**src/rtl/jac_isa_pkg.sv**
```systemverilog
// Shared ISA definitions for the fetch slice: instruction field positions,
// the opcodes that redirect the PC, and the fetch state encoding.
package jac_isa_pkg;

    localparam int OPC_MSB   = 15;
    localparam int OPC_LSB   = 12;
    localparam int IMM_MSB   = 7;
    localparam int IMM_LSB   = 0;
    localparam int IMM_WIDTH = IMM_MSB - IMM_LSB + 1;

    localparam logic [3:0] OPC_JMP = 4'hE;
    localparam logic [3:0] OPC_BR  = 4'hF;
    localparam logic [3:0] OPC_BRZ = 4'hD;

    typedef enum logic [1:0] {
        IDLE  = 2'd0,
        FETCH = 2'd1,
        ISSUE = 2'd2
    } fetch_state_e;

endpackage

```
**src/rtl/branch_resolve.sv**
```systemverilog
// Combinational PC-control decode: HOLD during wait states, JMP/BR at handoff.
// INSTR_FETCH_COND_BRANCH_EN adds BRZ (branch when zero_flag is set).
module branch_resolve
    import jac_isa_pkg::*;
#(
    parameter int PC_WIDTH  = 8,
    parameter int OPC_WIDTH = 4
) (
    input  logic [OPC_WIDTH-1:0] opcode,
    input  logic [IMM_WIDTH-1:0] imm,
    input  logic [PC_WIDTH-1:0]  pc,
    input  logic                 zero_flag,
    input  logic                 handoff,
    input  logic                 hold,
    output logic                 pc_wr_en,
    output logic                 pc_add_offset,
    output logic [PC_WIDTH-1:0]  pc_counteradress
);

    logic [PC_WIDTH-1:0] jmp_target;
    logic [PC_WIDTH-1:0] br_offset;

    // Absolute targets are unsigned; branch offsets are two's-complement.
    assign jmp_target = PC_WIDTH'(imm);
    assign br_offset  = PC_WIDTH'($signed(imm));

    always_comb begin
        // NOTE: every output gets a default first so no path can infer a latch.
        pc_wr_en         = 1'b0;
        pc_add_offset    = 1'b0;
        pc_counteradress = '0;
        if (handoff) begin
            case (opcode)
                OPC_JMP: begin
                    pc_wr_en         = 1'b1;
                    pc_counteradress = jmp_target;
                end
                OPC_BR: begin
                    pc_wr_en         = 1'b1;
                    pc_add_offset    = 1'b1;
                    pc_counteradress = br_offset;
                end
`ifdef INSTR_FETCH_COND_BRANCH_EN
                OPC_BRZ: begin
                    if (zero_flag) begin
                        pc_wr_en         = 1'b1;
                        pc_add_offset    = 1'b1;
                        pc_counteradress = br_offset;
                    end
                end
`endif
                default: ;
            endcase
        end else if (hold) begin
            pc_wr_en         = 1'b1;
            pc_counteradress = pc;
        end
    end

`ifndef INSTR_FETCH_COND_BRANCH_EN
    logic unused_zero_flag;
    assign unused_zero_flag = zero_flag;
`endif

endmodule

```
**src/rtl/instr_fetch.sv**
```systemverilog
// Fetch stage: reads ROM at the current PC, holds the word for the decoder and
// steers the PC (hold / jump / branch). Optional BRZ: INSTR_FETCH_COND_BRANCH_EN.
module instr_fetch
    import jac_isa_pkg::*;
#(
    parameter int PC_WIDTH    = 8,
    parameter int INSTR_WIDTH = 16,
    parameter int OPC_WIDTH   = 4
) (
    input  logic                   clk,
    input  logic                   res,
    input  logic [PC_WIDTH-1:0]    pc,
    output logic                   pc_wr_en,
    output logic                   pc_add_offset,
    output logic [PC_WIDTH-1:0]    pc_counteradress,
    output logic                   rom_req,
    output logic [PC_WIDTH-1:0]    rom_addr,
    input  logic                   rom_ack,
    input  logic [INSTR_WIDTH-1:0] rom_data,
    output logic [INSTR_WIDTH-1:0] instr,
    output logic                   instr_valid,
    input  logic                   instr_ready,
    input  logic                   zero_flag
);

    fetch_state_e state;
    logic         handoff;
    logic         hold;

    // The PC is held for the whole FETCH, so the address stays stable under rom_req.
    assign rom_addr = pc;
    assign handoff  = (state == ISSUE) && instr_valid && instr_ready;
    assign hold     = (state == FETCH) || ((state == ISSUE) && !instr_ready);

    always_ff @(posedge clk) begin
        // NOTE: non-blocking assignments keep every register sampling pre-edge values.
        if (res) begin
            state       <= IDLE;
            instr       <= '0;
            instr_valid <= 1'b0;
            rom_req     <= 1'b0;
        end else begin
            case (state)
                IDLE: begin
                    state   <= FETCH;
                    rom_req <= 1'b1;
                end
                FETCH: begin
                    if (rom_ack) begin
                        instr       <= rom_data;
                        instr_valid <= 1'b1;
                        rom_req     <= 1'b0;
                        state       <= ISSUE;
                    end
                end
                ISSUE: begin
                    if (instr_ready) begin
                        instr_valid <= 1'b0;
                        rom_req     <= 1'b1;
                        state       <= FETCH;
                    end
                end
                default: begin
                    state       <= IDLE;
                    instr_valid <= 1'b0;
                    rom_req     <= 1'b0;
                end
            endcase
        end
    end

    branch_resolve #(
        .PC_WIDTH (PC_WIDTH),
        .OPC_WIDTH(OPC_WIDTH)
    ) u_branch_resolve (
        .opcode          (instr[OPC_MSB:OPC_LSB]),
        .imm             (instr[IMM_MSB:IMM_LSB]),
        .pc              (pc),
        .zero_flag       (zero_flag),
        .handoff         (handoff),
        .hold            (hold),
        .pc_wr_en        (pc_wr_en),
        .pc_add_offset   (pc_add_offset),
        .pc_counteradress(pc_counteradress)
    );

endmodule

```
**config.mk**
```make
export PLATFORM = sky130hd
export DESIGN_NAME = instr_fetch
export DESIGN_NICKNAME = d
export VERILOG_FILES = /design/src/rtl/jac_isa_pkg.sv /design/src/rtl/branch_resolve.sv /design/src/rtl/instr_fetch.sv
export SDC_FILE = /design/constraint.sdc
export NUM_CORES = 1
export LEC_CHECK = 0
export ABC_AREA = 1
export CORE_MARGIN = 5
export CORE_UTILIZATION = 35
export DETAILED_ROUTE_END_ITERATION = 10
export GPL_TIMING_DRIVEN = 0
export PLACE_DENSITY = 0.79
export SKIP_LAST_GASP = 1
export SLEW_MARGIN = 20
export SYNTH_ARGS = -nofsm -noshare
export SYNTH_HDL_FRONTEND = slang
export SYNTH_HIERARCHICAL = 1
export SYNTH_SLANG_ARGS = --single-unit
```
**constraint.sdc**
```tcl
create_clock -name clk -period 1.61 [get_ports clk]
set_input_delay 0.2415 -clock clk [delete_from_list [all_inputs] [get_ports clk]]
set_output_delay 0.2415 -clock clk [all_outputs]
set_load 0.05 [all_outputs]
```
Yosys cells after proc, flatten, opt, wreduce, memory -nomap -nowiden --
Cells that the tools add are included.
Storage, ports and cells: bits in registers 20, bits of input ports 29, output and inout bits 36, logic and storage cells 38
Cells by class: equality and inequality tests 6, muxes and demuxes 17, bitwise gates (word level) 1, reductions and logical operators 10
Operators by type and width (number):
- two-way mux 8 bit | 3
- two-way mux 1 bit | 9
- equality test 4 bit (second input constant) | 2
- one-hot mux 1 bit (3 select lines) | 2
- one-hot mux 2 bit (3 select lines) | 1
- two-way mux 2 bit | 2
- inequality test 2 bit (second input constant) | 2
- AND reduction 2 bit | 2
- logical AND 1 bit | 3
- AND reduction 3 bit | 1
- equality test 2 x 1 -> 1 bit (second input constant) | 1
- equality test 2 bit (second input constant) | 1
- zero test 2 bit | 1
- OR reduction 2 bit | 1
- zero test 1 bit | 1
- logical OR 1 bit | 1
- NOT 1 bit | 1

Longest topological paths before layout --
depth after elaboration 5, depth in mapped cells 7

Cells and area by module --
The synthesis kept the hierarchy.
By module, submodules not included:
- instr_fetch | instances 1, cells each 99, area an instance 837.1 µm², sequential area each 380.4 µm²
- branch_resolve | instances 1, cells each 31, area an instance 135.1 µm², sequential area each 0.0 µm²

Least setup slack after synthesis --
OpenSTA, ideal clock, no wires.
path kind flip-flop to output port, from reg rom_req (netlist name), to out pc_add_offset, arrival 2.285 ns, data required time 1.368 ns, path slack -0.917 ns, stages on the path, launching flop included 6, cells stage by stage dfxtp_1 inv_1 nand3_1 nor2_1 nand2_2 nor3b_1
RTL lines:
- end, declared | line instr_fetch.sv:14 | output logic pc_add_offset,

==> reports/results.tsv <==
metric	value	unit
Peak VDD IR	0.530	mV
synth warn	6	
crit path DAT	1.56	ns
largest family of logic cells by synthesized area	simple AND/OR/NAND/NOR gates	
Required @ worst endpoint	1.37	ns
Vias per Instance	4.66	
fin. max-slew vios	0	
hpwl dp	2380	um
final hold vios	0	
most common cell in the netlist	nand2_1	
CP Launch Type	flop	
I/O Buffers	62	
Most used DFF post-synth	dfxtp_1	
syn nets	159	
initial antenna violation count	0	
area of the core	2710	um2
Power Density	685	nW/um2
simple-gate area share of the yosys netlist	34.2	%
Clock Skew	0.00897	ns
Clock Tree Buf Depth	2	
worst setup margin	-0.191	ns
Vias	1090	
area share of the largest cell type after synthesis	39.1	%
Post-Synth Adder-Cell Area	0	%
worst-margin pin slew	0.517	ns
worst setup path class	reg2out	
synth top area cells	dfxtp_1 (39%), nand2_1 (21%), a21oi_2 (9.0%)	
Synth top cells by count	nand2_1 (54), dfxtp_1 (19), nand2_2 (11)	
f_max	555	MHz
Syn Area/Cell	7.48	um2
Pleak	0.854	nW
WL final	3100	um
clk root buf	clkbuf_4	
initial core utilization	35.9	%
WL per Instance	13.3	um
internal power	797	uW
headroom to the max-slew limit	65.7	%
Finished Layout Cells	234	
asr flop ratio synth	0	%
Clock Pin Slew Worst Setup and Hold Paths	0.11	ns
CP max FO	8	
die area	3930	um2
Row Count	19	
post-synthesis mux area share	0	%
WHS	0.228	ns
fin crit period	1.80	ns
area leader, netlist	dfxtp_1	
Final Power	1.28	mW
drt drc	0	
first-pass GRT wire length	5030	um
Die Wd	62.7	um
status	complete, but fails checks	
clock sinks	19	
clock tree from TritonCTS	yes	
nets@finish	233	
GRT overflow	0	
Worst Hold Class	in2reg	
H-tree lvl count	1	
Die Height	62.7	um
# placed instances	223	
CP endpoint kind	output pin	
Seq pwr share	40.4	%
share of power burned in combinational logic	41.2	%
Netlist cell types	18	
Clk pwr share	18.4	%
DRT Pass-1 Iters	4	
depth of the worst register-to-register path	6	
Cell Area, Synth	972	um2
post-route cell area	1870	um2
EDFF count, synth	0	
share of cells above drive strength 1	47.3	%
compound-cell area share of the yosys netlist	14.3	%
P_sw	486	uW
largest net degree at the start of global routing	11	
CTS buffer count	3	
max cap viols	0	
sw frac	37.9	%
Antenna Violating Nets Remaining	0	
register area share after synthesis	39.1	%
number of diodes	0	
period utilisation layout	112	%
number of global-route vias before repair	1181	
routability cong.	0.806	
failing checks	setup timing	
RSZ-0062 raised after global routing	yes	
GRT Util Overall	15.1	%
IO Count	65	
Final setup viols	11	
worst skew pair latency	0.29	ns
#FFs+latches synth	19	
xor and xnor fraction of the mapped netlist area	0	%
area grow syn2layout	92.8	%
initial DRC count	41	
Synth Instances	130	
hold-critical path depth	2	
number of hold buffers added after cts	0	
placed cell area	1700	um2
registers in the layout (all words and copies together) (netlist names):
name,count
state,1
instr,16
rom_req,1
instr_valid,1
cell type report:
class	instances	area, um2
sequential	19	392
buffer	12	95.1
multi-input combinational	93	587
timing repair buffer	69	706
fill	231	836
clock buffer	4	26.3
tap	31	38.8
inverter	6	30.0
worst max-delay path: stages (launching register included):
cell and delay [ns]:
dfxtp_4 0.38, inv_6 0.08, nand3_4 0.06, nor2_4 0.13
nand2_4 0.09, nor2_4 0.11, buf_12 0.14, nand2_2 0.06
nand2_2 0.08, buf_8 0.14
metrics by stage:
| stage | setup TNS [ns] | util (%) | setup WS [ns] |
|---|---|---|---|
| finish | -1.65 | 69.2 | -0.191 |
| global route | -2.60 | 69.2 | -0.282 |
| CTS | -1.66 | 65.2 | -0.225 |
| detailed placement | -11.28 | 62.6 | -0.997 |
| global placement | -10.85 | 62.6 | -0.959 |
| floorplan | 0 | - | 0.0143 |
placed cells by master (no fill, tap or decap):
cell type and instances:
a21oi_1 9, a21oi_2 10, buf_12 3, buf_2 3, buf_4 11, buf_6 4
buf_8 8, clkbuf_1 1, clkbuf_2 3, clkbuf_4 3, clkdlybuf4s15_1 2, clkdlybuf4s50_1 25
dfxtp_1 14, dfxtp_2 3, dfxtp_4 2, dlygate4sd2_1 22, inv_1 1, inv_2 3
inv_4 1, inv_6 1, nand2_1 32, nand2_2 32, nand2_4 1, nand3_1 1
nand3_4 3, nor2_4 3, nor3b_4 1, o22ai_2 1
what timing repair did:
action,4_1_cts,5_1_grt
buffers inserted,2,5
pin swaps,10,13
endpoints found under the setup margin,36,15
gates resized for setup,112,26
metal layers:
layer  up-vias  global-route usage [%]  routed length (um)
met3         2                    6.29                 220
met5         -                       0                   0
li1        549                       -                   -
met1       505                    17.4                1220
met4         0                    2.12                  19
met2        34                    26.6                1640
path summary, 6_finish.rpt:
check / startpoint / end / slack (ns)
max: rom_req / pc_counteradress[5] / -0.19
min: res / instr[3] / 0.23
max reg2reg: rom_req / instr[5] / 0.33
min reg2reg: instr[14] / instr[14] / 0.48
logic make-up (layout without fill, tap and decap cells):
kind of cell,after synthesis,count (layout)
buffers and inverters,18,91
AND/OR/NAND/NOR,73,73
AO/OA/AOI/OAI,20,20
flip-flops,19,19
power by group through the flow:
stage	sequential (mW)	combinational (mW)	clock (mW)
detailed placement	0.527	0.502	0
CTS	0.516	0.510	0.244
finish	0.518	0.529	0.236
floorplan	0.603	0.232	0
global placement	0.526	0.495	0
global route	0.522	0.557	0.271
Power figures use the tool's default switching activity.
